`src/rtl/lo_tap_sched.sv`:
```
// lo_tap_sched: per-channel LO tap scheduler that retunes only on gray-count boundaries
module lo_tap_sched #(
  parameter int NCH   = 4,
  parameter int CNT_W = 19,
  parameter int TAP_W = 4,
  parameter int CH_W  = 2
) (
  input  logic             clk,
  input  logic             reset,
  input  logic [CNT_W-1:0] gray_clk,
  input  logic             cfg_valid,
  output logic             cfg_ready,
  input  logic [CH_W-1:0]  cfg_ch,
  input  logic [TAP_W-1:0] cfg_tap,
  input  logic             cfg_en,
  output logic             cfg_err,
  output logic             busy,
  output logic             retune_done,
  output logic [NCH*7-1:0] lo_win,
  output logic [NCH-1:0]   lo_sine,
  output logic [NCH-1:0]   ch_en
);
  localparam logic [1:0] IDLE = 2'd0, WAIT_BND = 2'd1, APPLY = 2'd2;
  logic [1:0]       state;
  logic [TAP_W-1:0] cur_tap [NCH];
  logic [NCH-1:0]   cur_en;
  logic [CH_W-1:0]  pend_ch;
  logic [TAP_W-1:0] pend_tap;
  logic             pend_en;
  logic [CNT_W-1:0] sh [NCH];
  logic [TAP_W-1:0] m;
  logic [4:0]       mw;
  logic             bnd, hs, req_ok, direct;
  assign ch_en = cur_en;
  always_comb begin
    for (int c = 0; c < NCH; c++) sh[c] = gray_clk >> cur_tap[c];
    m = cur_tap[pend_ch] > pend_tap ? cur_tap[pend_ch] : pend_tap;
    mw = 5'(m) + 5'd7;
    bnd = (gray_clk & ~({CNT_W{1'b1}} << mw)) == '0;
    hs = cfg_valid && cfg_ready;
    req_ok = cfg_tap != '0 && cfg_tap <= TAP_W'(CNT_W - 8) && (CH_W+1)'(cfg_ch) < (CH_W+1)'(NCH);
    direct = !cur_en[cfg_ch] || (cfg_en && cfg_tap == cur_tap[cfg_ch]);
  end
  always_ff @(posedge clk) begin
    if (reset) begin
      state       <= IDLE;
      cfg_ready   <= 1'b0;
      cfg_err     <= 1'b0;
      busy        <= 1'b0;
      retune_done <= 1'b0;
      cur_en      <= '0;
      pend_ch     <= '0;
      pend_tap    <= '0;
      pend_en     <= 1'b0;
      lo_win      <= '0;
      lo_sine     <= '0;
      for (int c = 0; c < NCH; c++) cur_tap[c] <= TAP_W'(1);
    end else begin
      cfg_err     <= hs && !req_ok;
      retune_done <= state == APPLY;
      for (int c = 0; c < NCH; c++) begin
        lo_win[7*c +: 7] <= cur_en[c] ? sh[c][6:0] : 7'd0;
        lo_sine[c]       <= cur_en[c] && sh[c][7];
      end
      if (state == IDLE) begin
        cfg_ready <= !(hs && req_ok);
        if (hs && req_ok) begin
          pend_ch  <= cfg_ch;
          pend_tap <= cfg_tap;
          pend_en  <= cfg_en;
          busy     <= 1'b1;
          state    <= direct ? APPLY : WAIT_BND;
        end
      end else if (state == WAIT_BND) begin
        state <= bnd ? APPLY : WAIT_BND;
      end else if (state == APPLY) begin
        cur_tap[pend_ch] <= pend_tap;
        cur_en[pend_ch]  <= pend_en;
        busy             <= 1'b0;
        cfg_ready        <= 1'b1;
        state            <= IDLE;
      end else begin
        state <= IDLE;
      end
    end
  end
endmodule
```
`config.mk`:
```
export PLATFORM = sky130hd
export DESIGN_NAME = lo_tap_sched
export DESIGN_NICKNAME = d
export VERILOG_FILES = /design/src/rtl/lo_tap_sched.sv
export SDC_FILE = /design/constraint.sdc
export NUM_CORES = 1
export LEC_CHECK = 0
export BUFFER_PORTS_ARGS = -buffer_cell sky130_fd_sc_hd__buf_2
export CAP_MARGIN = 15
export CORE_MARGIN = 4
export CORE_UTILIZATION = 55
export DETAILED_ROUTE_END_ITERATION = 8
export PLACE_DENSITY = 0.84
export SLEW_MARGIN = 20
export SYNTH_ARGS = -nofsm -noshare
export SYNTH_HDL_FRONTEND = slang
export SYNTH_SLANG_ARGS = --single-unit
```
`constraint.sdc`:
```
create_clock -name clk -period 9.9 [get_ports clk]
set_clock_uncertainty 0.05 [all_clocks]
set_input_delay 1.98 -clock clk [delete_from_list [all_inputs] [get_ports clk]]
set_output_delay 1.98 -clock clk [all_outputs]
set_load 0.01 [all_outputs]
```
* Yosys cells after proc, flatten, opt, wreduce, memory -nomap -nowiden
Memory sizes are Yosys's and may differ from the RTL's. A register that Yosys moved wholly into a read port is not among the register bits.
Cells that the tools add are included.
** Storage, ports and cells
- Flip-flop bits (word level) :: 49
- Bits in writable memories :: 16
- Input bits :: 29
- Output and inout port bits :: 40
- Word-level logic and storage cells :: 96
- Memories kept :: 1
** Cells by class
- Add/sub/neg operators :: 1
- Order comparisons :: 5
- Eq/ne operators :: 5
- Shift operators :: 5
- Muxes and demuxes :: 30
- Bitwise gates (word level) :: 8
- Reduce and logical (&&, ||, !) cells :: 27
** Memories
- cur_tap :: depth 4, width 4, rd ports 6, clocked after memory_dff 1, write ports 4, line 25 : logic [TAP_W-1:0] cur_tap [NCH];
** Operators by type and width (number)
- right shift 19 x 4 -> 8 bit :: 4
- AND 19 bit :: 1
- zero test 19 bit :: 1
- NOT 19 bit :: 1
- << shifter 19 x 5 -> 19 bit (first input constant) :: 1
- two-way mux 1 bit :: 17
- two-way mux 2 bit :: 8
- logical AND 1 bit :: 10
- two-way mux 4 bit :: 2
- OR reduction 2 bit :: 4
- less-than comparator 2 x 3 -> 1 bit (second input constant) :: 2
- NOT 1 bit :: 6
- AND reduction 3 bit :: 2
- adder 4 x 3 -> 5 bit (second input constant) :: 1
- bitwise mux 4 bit :: 1
- == test 4 bit :: 1
- > comparator 4 bit :: 1
- less-or-equal comparator 4 bit (second input constant) :: 1
- AND reduction 2 bit :: 2
- nonzero test 4 bit :: 1
- OR reduction 4 bit :: 1
- zero test 1 bit :: 3
- binary-select mux 1 bit (select 2 bit) :: 1
- demux 1 bit (select 2 bit) :: 1
- 8 further kinds :: 8

* Depth between registers and ports, before layout
- Depth after elaboration :: 10
- Depth in mapped cells :: 13
- Gate-level depth less buffers :: 11

* Worst setup path before layout
Ideal clock, no wire load.
- Kind :: input to register
- Start point :: input cfg_ch[0]
- End point :: register state[0]
- Library setup time :: 0.116 ns
- Data arrival time :: 3.640 ns
- Required time :: 9.734 ns
- Path slack :: 6.093 ns
- Stages on the path :: 6
- Path buffers :: 1
- Path through :: clkbuf_1 mux4_2 xor2_1 o41ai_1 nor2_1 o211a_1
** On the way
- Cells in the longest elaborated chain, start to end :: 7
- Elaborated cells between the ends (all ways) :: 10
- Those cells by class :: eq/ne: 1; mux: 5; reduce/logical: 3; memory: 1
** RTL lines
- start: declaration :: line 13 : input logic [CH_W-1:0] cfg_ch,
- memory read (4 x 4 bit) or binary-select mux 1 bit (select 2 bit) (tied branches)
- == test 4 bit or two-way mux 1 bit (tied branches) :: line 42 : direct = !cur_en[cfg_ch] || (cfg_en && cfg_tap == cur_tap[cfg_ch]);
- logical AND 1 bit or zero test 1 bit (tied branches) :: line 42
- logical OR 1 bit (*) :: line 42
- two-way mux 2 bit (*) :: line 72 : state <= direct ? APPLY : WAIT_BND;
- two-way mux 2 bit (*) :: line 67 : if (hs && req_ok) begin
- two-way mux 2 bit (*) :: line 65 : if (state == IDLE) begin
- end signal: assignment :: line 72
- end signal: assignment :: line 75 : state <= bnd ? APPLY : WAIT_BND;
- end: declaration :: line 24 : logic [1:0] state;
Mark *: on every way between the ends. The rest lies on a longest branch, timed or not. The select of a mux whose other input is x is not followed.
A chain may end at the register's enable or synchronous reset.

==> metrics.md <==
| Metric | Value |
|---|---|
| CP Capture Type | `register` |
| YS warnings | `0` |
| Final Cell Area | `0.00540 mm^2` |
| Post-synth cell types | `54` |
| Detailed-route via count | `4678` |
| Hold Vio Cnt, Final | `0` |
| Asr flop ratio synth | `0%` |
| Layout area overhead | `8.52%` |
| Detailed Routing Iterations Pass 1 | `6` |
| Vias per inst | `6.53` |
| HP Class | `register to register` |
| Status | `completed` |
| Flops & latches, synth | `67` |
| Initial core utilization | `56.8%` |
| TritonCTS Buffers | `9` |
| Setup ws final | `5770 ps` |
| Total power | `0.000648 W` |
| Clk root buf | `clkbuf_8` |
| Post CTS Setup Buffer Count | `0` |
| Post-Route WL | `13500 um` |
| Unrepaired setup endpoints after global routing | `no` |
| Final Max Slew Viols | `0` |
| Top FF cell, synth | `dfxtp_1` |
| Number of synthesized flops with an enable pin | `16` |
| # IOs | `69` |
| Max VDD drop | `0.121 mV` |
| Crit Path Max Fanout | `22` |
| Dpl ws | `5830 ps` |
| Crit path DAT | `4330 ps` |
| Hold path cells | `2` |
| Fin Hold WS | `420 ps` |
| DP Wirelength | `9690 um` |
| Die X | `103 um` |
| CTS resizes | `0` |
| Cells after Synth | `581` |
| Fillers | `739` |
| Register area share after synthesis | `30.2%` |
| Clock sink total | `67` |
| WS Path Type | `register to register` |
| Nets | `636` |
| Die span in y | `103 um` |
| Max cap viols | `0` |
| Met1 wire length | `5530 um` |
| CTS tree | `yes` |
| Relative slew slack | `27.9%` |
| Synth area leader | `dfxtp_1` |
| Ant. Diodes | `0` |
| Endpoints failing setup | `0` |
| Vias in the first global route | `4226` |
| Metal2 WL | `6180 um` |
| # DRC | `0` |
| Post-synth top cells | `mux2i_1 (77), nor2_1 (77), nand2_1 (64)` |
| RD Place Congestion | `1.00` |
| Grt total ovfl | `0` |
| Slew @ Worst Pin | `1080 ps` |
| PwrDens | `120 mW/mm^2` |
| Synth top area share | `20.5%` |
| Min Clock Period, post-route | `4130 ps` |
| Port bufs | `68` |
| Core area | `0.00876 mm^2` |
| DP Area | `0.00521 mm^2` |
| Syn_area_per_cell | `8.57 um^2` |
| Total die area | `0.0106 mm^2` |
| CP Launch Type | `register` |
| CTS max path bufs | `2` |
| Metal3 WL | `1400 um` |
| Max stage delay on crit path | `820 ps` |
| DRT iter0 DRCs | `457` |
| R2R cell count | `10` |
| Post-route setup TNS | `0 ps` |
| Tcrit/Tclk final | `41.8%` |
| Cell Area, Synth | `0.00498 mm^2` |
| GR Util All Layers | `26.2%` |
| Syn nets | `614` |
| Wirelength per Cell | `18.9 um` |
| Largest net degree at the start of global routing | `26` |
| Clock Pin Slew Worst Setup and Hold Paths | `70 ps` |
| Post-CTS Hold Buffers | `0` |
| CP cell instances | `mux4_2, ha_1, nor2b_1, o211a_1, o21a_1, or4_1, o311ai_1, o2bb2ai_1, or4_1, o211a_1` |
| Crit path required time | `10100 ps` |
| Max Clk Rate | `242 MHz` |
| Uppermost layer routed | `met4` |
| Slowest cell on the critical path | `edfxtp_1` |
| Initial antenna violation count | `0` |
| CTS H-tree depth | `3` |
| # rows | `34` |
| Final antenna-violating net count | `0` |
| Layout cells sized above 1 | `19.9%` |
| Pleak | `2.31 nW` |
| First-pass GRT wire length | `21600 um` |
| Top cells by area, synth | `dfxtp_1 (21%), mux2i_1 (15%), edfxtp_1 (9.7%), mux4_2 (7.2%), a211oi_1 (6.0%)` |
| Worst-Skew Late Latency | `360 ps` |
## layout make-up
type                    instances  area [um^2]  share of cell area, %
multi-input cells             437         3160                   58.5
flip-flops and latches         67         1500                   27.8
repair buffers                 68          340                   6.30
well taps                     108          135                   2.50
clock buffers                   9          124                   2.29
inverters                      20         75.1                   1.39
clock inverters                 7         67.6                   1.25
## flip-flops by register name, indices dropped and copies added, names as in the netlist, named ones only
signal and flops:
cfg_ready 1, pend_en 1, pend_ch 2, busy 1, lo_win 28, ch_en 4
cfg_err 1, pend_tap 4, cur_tap 16, state 2, lo_sine 4, retune_done 1
## placed cells by master, fill, tap and decap left out, types with 2 or more instances in the layout
master / Yosys / layout
a211oi_1: 40 / 40
a21o_1: 2 / 2
o311a_1: 4 / 4
nand3_1: 3 / 3
buf_2: 4 / 68
mux2_2: 18 / 18
o211a_1: 3 / 3
nor2b_1: 6 / 6
o21ai_0: 20 / 20
a31oi_1: 4 / 4
mux2i_1: 77 / 77
nor4_1: 3 / 3
inv_1: 17 / 17
or4_1: 2 / 2
clkinv_1: 3 / 3
clkbuf_8: 0 / 9
edfxtp_1: 16 / 16
ha_1: 4 / 4
o221ai_1: 3 / 3
a311oi_1: 3 / 3
xor2_1: 3 / 3
nand2b_1: 10 / 10
clkinv_2: 0 / 4
nor2_1: 77 / 77
nor3_1: 13 / 13
mux4_2: 16 / 16
a21oi_1: 28 / 28
nand2_1: 64 / 64
nor4b_1: 5 / 5
o211ai_1: 8 / 8
dfxtp_1: 51 / 51
## kinds of logic (layout without fill, tap and decap cells)
family,after synthesis,in the layout,synth area share (%)
AOI/OAI and AO/OA,128,128,17.6
xor gates and xnor gates,4,4,0.704
adders and majority gates,4,4,1.01
buffers and inverters,77,104,6.39
DFF,67,67,30.2
muxes,113,113,27.6
and+or+nand+nor,188,188,16.5
## metrics by stage
| stage | cells | utilization [%] |
|---|---|---|
| final | 716 | 61.6 |
| after global routing | 716 | 61.6 |
| after CTS | 716 | 61.6 |
| after detailed placement | 700 | 59.5 |
| after global placement | 700 | 59.5 |
| after floorplan | 581 | - |
## critical path, delay by kind of cell, from the launching register on
family,cells,cell delay [ps]
multiplexers,1,720
adder cells (fa/ha/maj),1,320
AO/OA/AOI/OAI,5,920
flip-flops,1,820
AND/OR/NAND/NOR,3,1180
## report_power, final
part           switching (W)  leakage, nW  total [W]  internal, W
clock               0.000109        0.103   0.000225     0.000116
sequential         0.0000156        0.564   0.000300     0.000284
combinational      0.0000701         1.64   0.000123    0.0000531
## per-layer routing
metal  global-route usage, %  vias to the layer above
met5                       0                        -
met4                    9.26                        0
met3                    5.35                       49
met2                    41.8                      295
met1                    35.4                     2167
li1                        -                     2167
## path summary, 6_finish.rpt
| path | from | to | slack, ps |
|---|---|---|---|
| max | cur_tap[0][1] | state[0] | 5770 |
| min | cfg_ready | cfg_err | 420 |
| max reg2reg | cur_tap[0][1] | state[0] | 5770 |
| min reg2reg | cfg_ready | cfg_err | 420 |
Note: power is estimated with default switching activity, not from simulation.
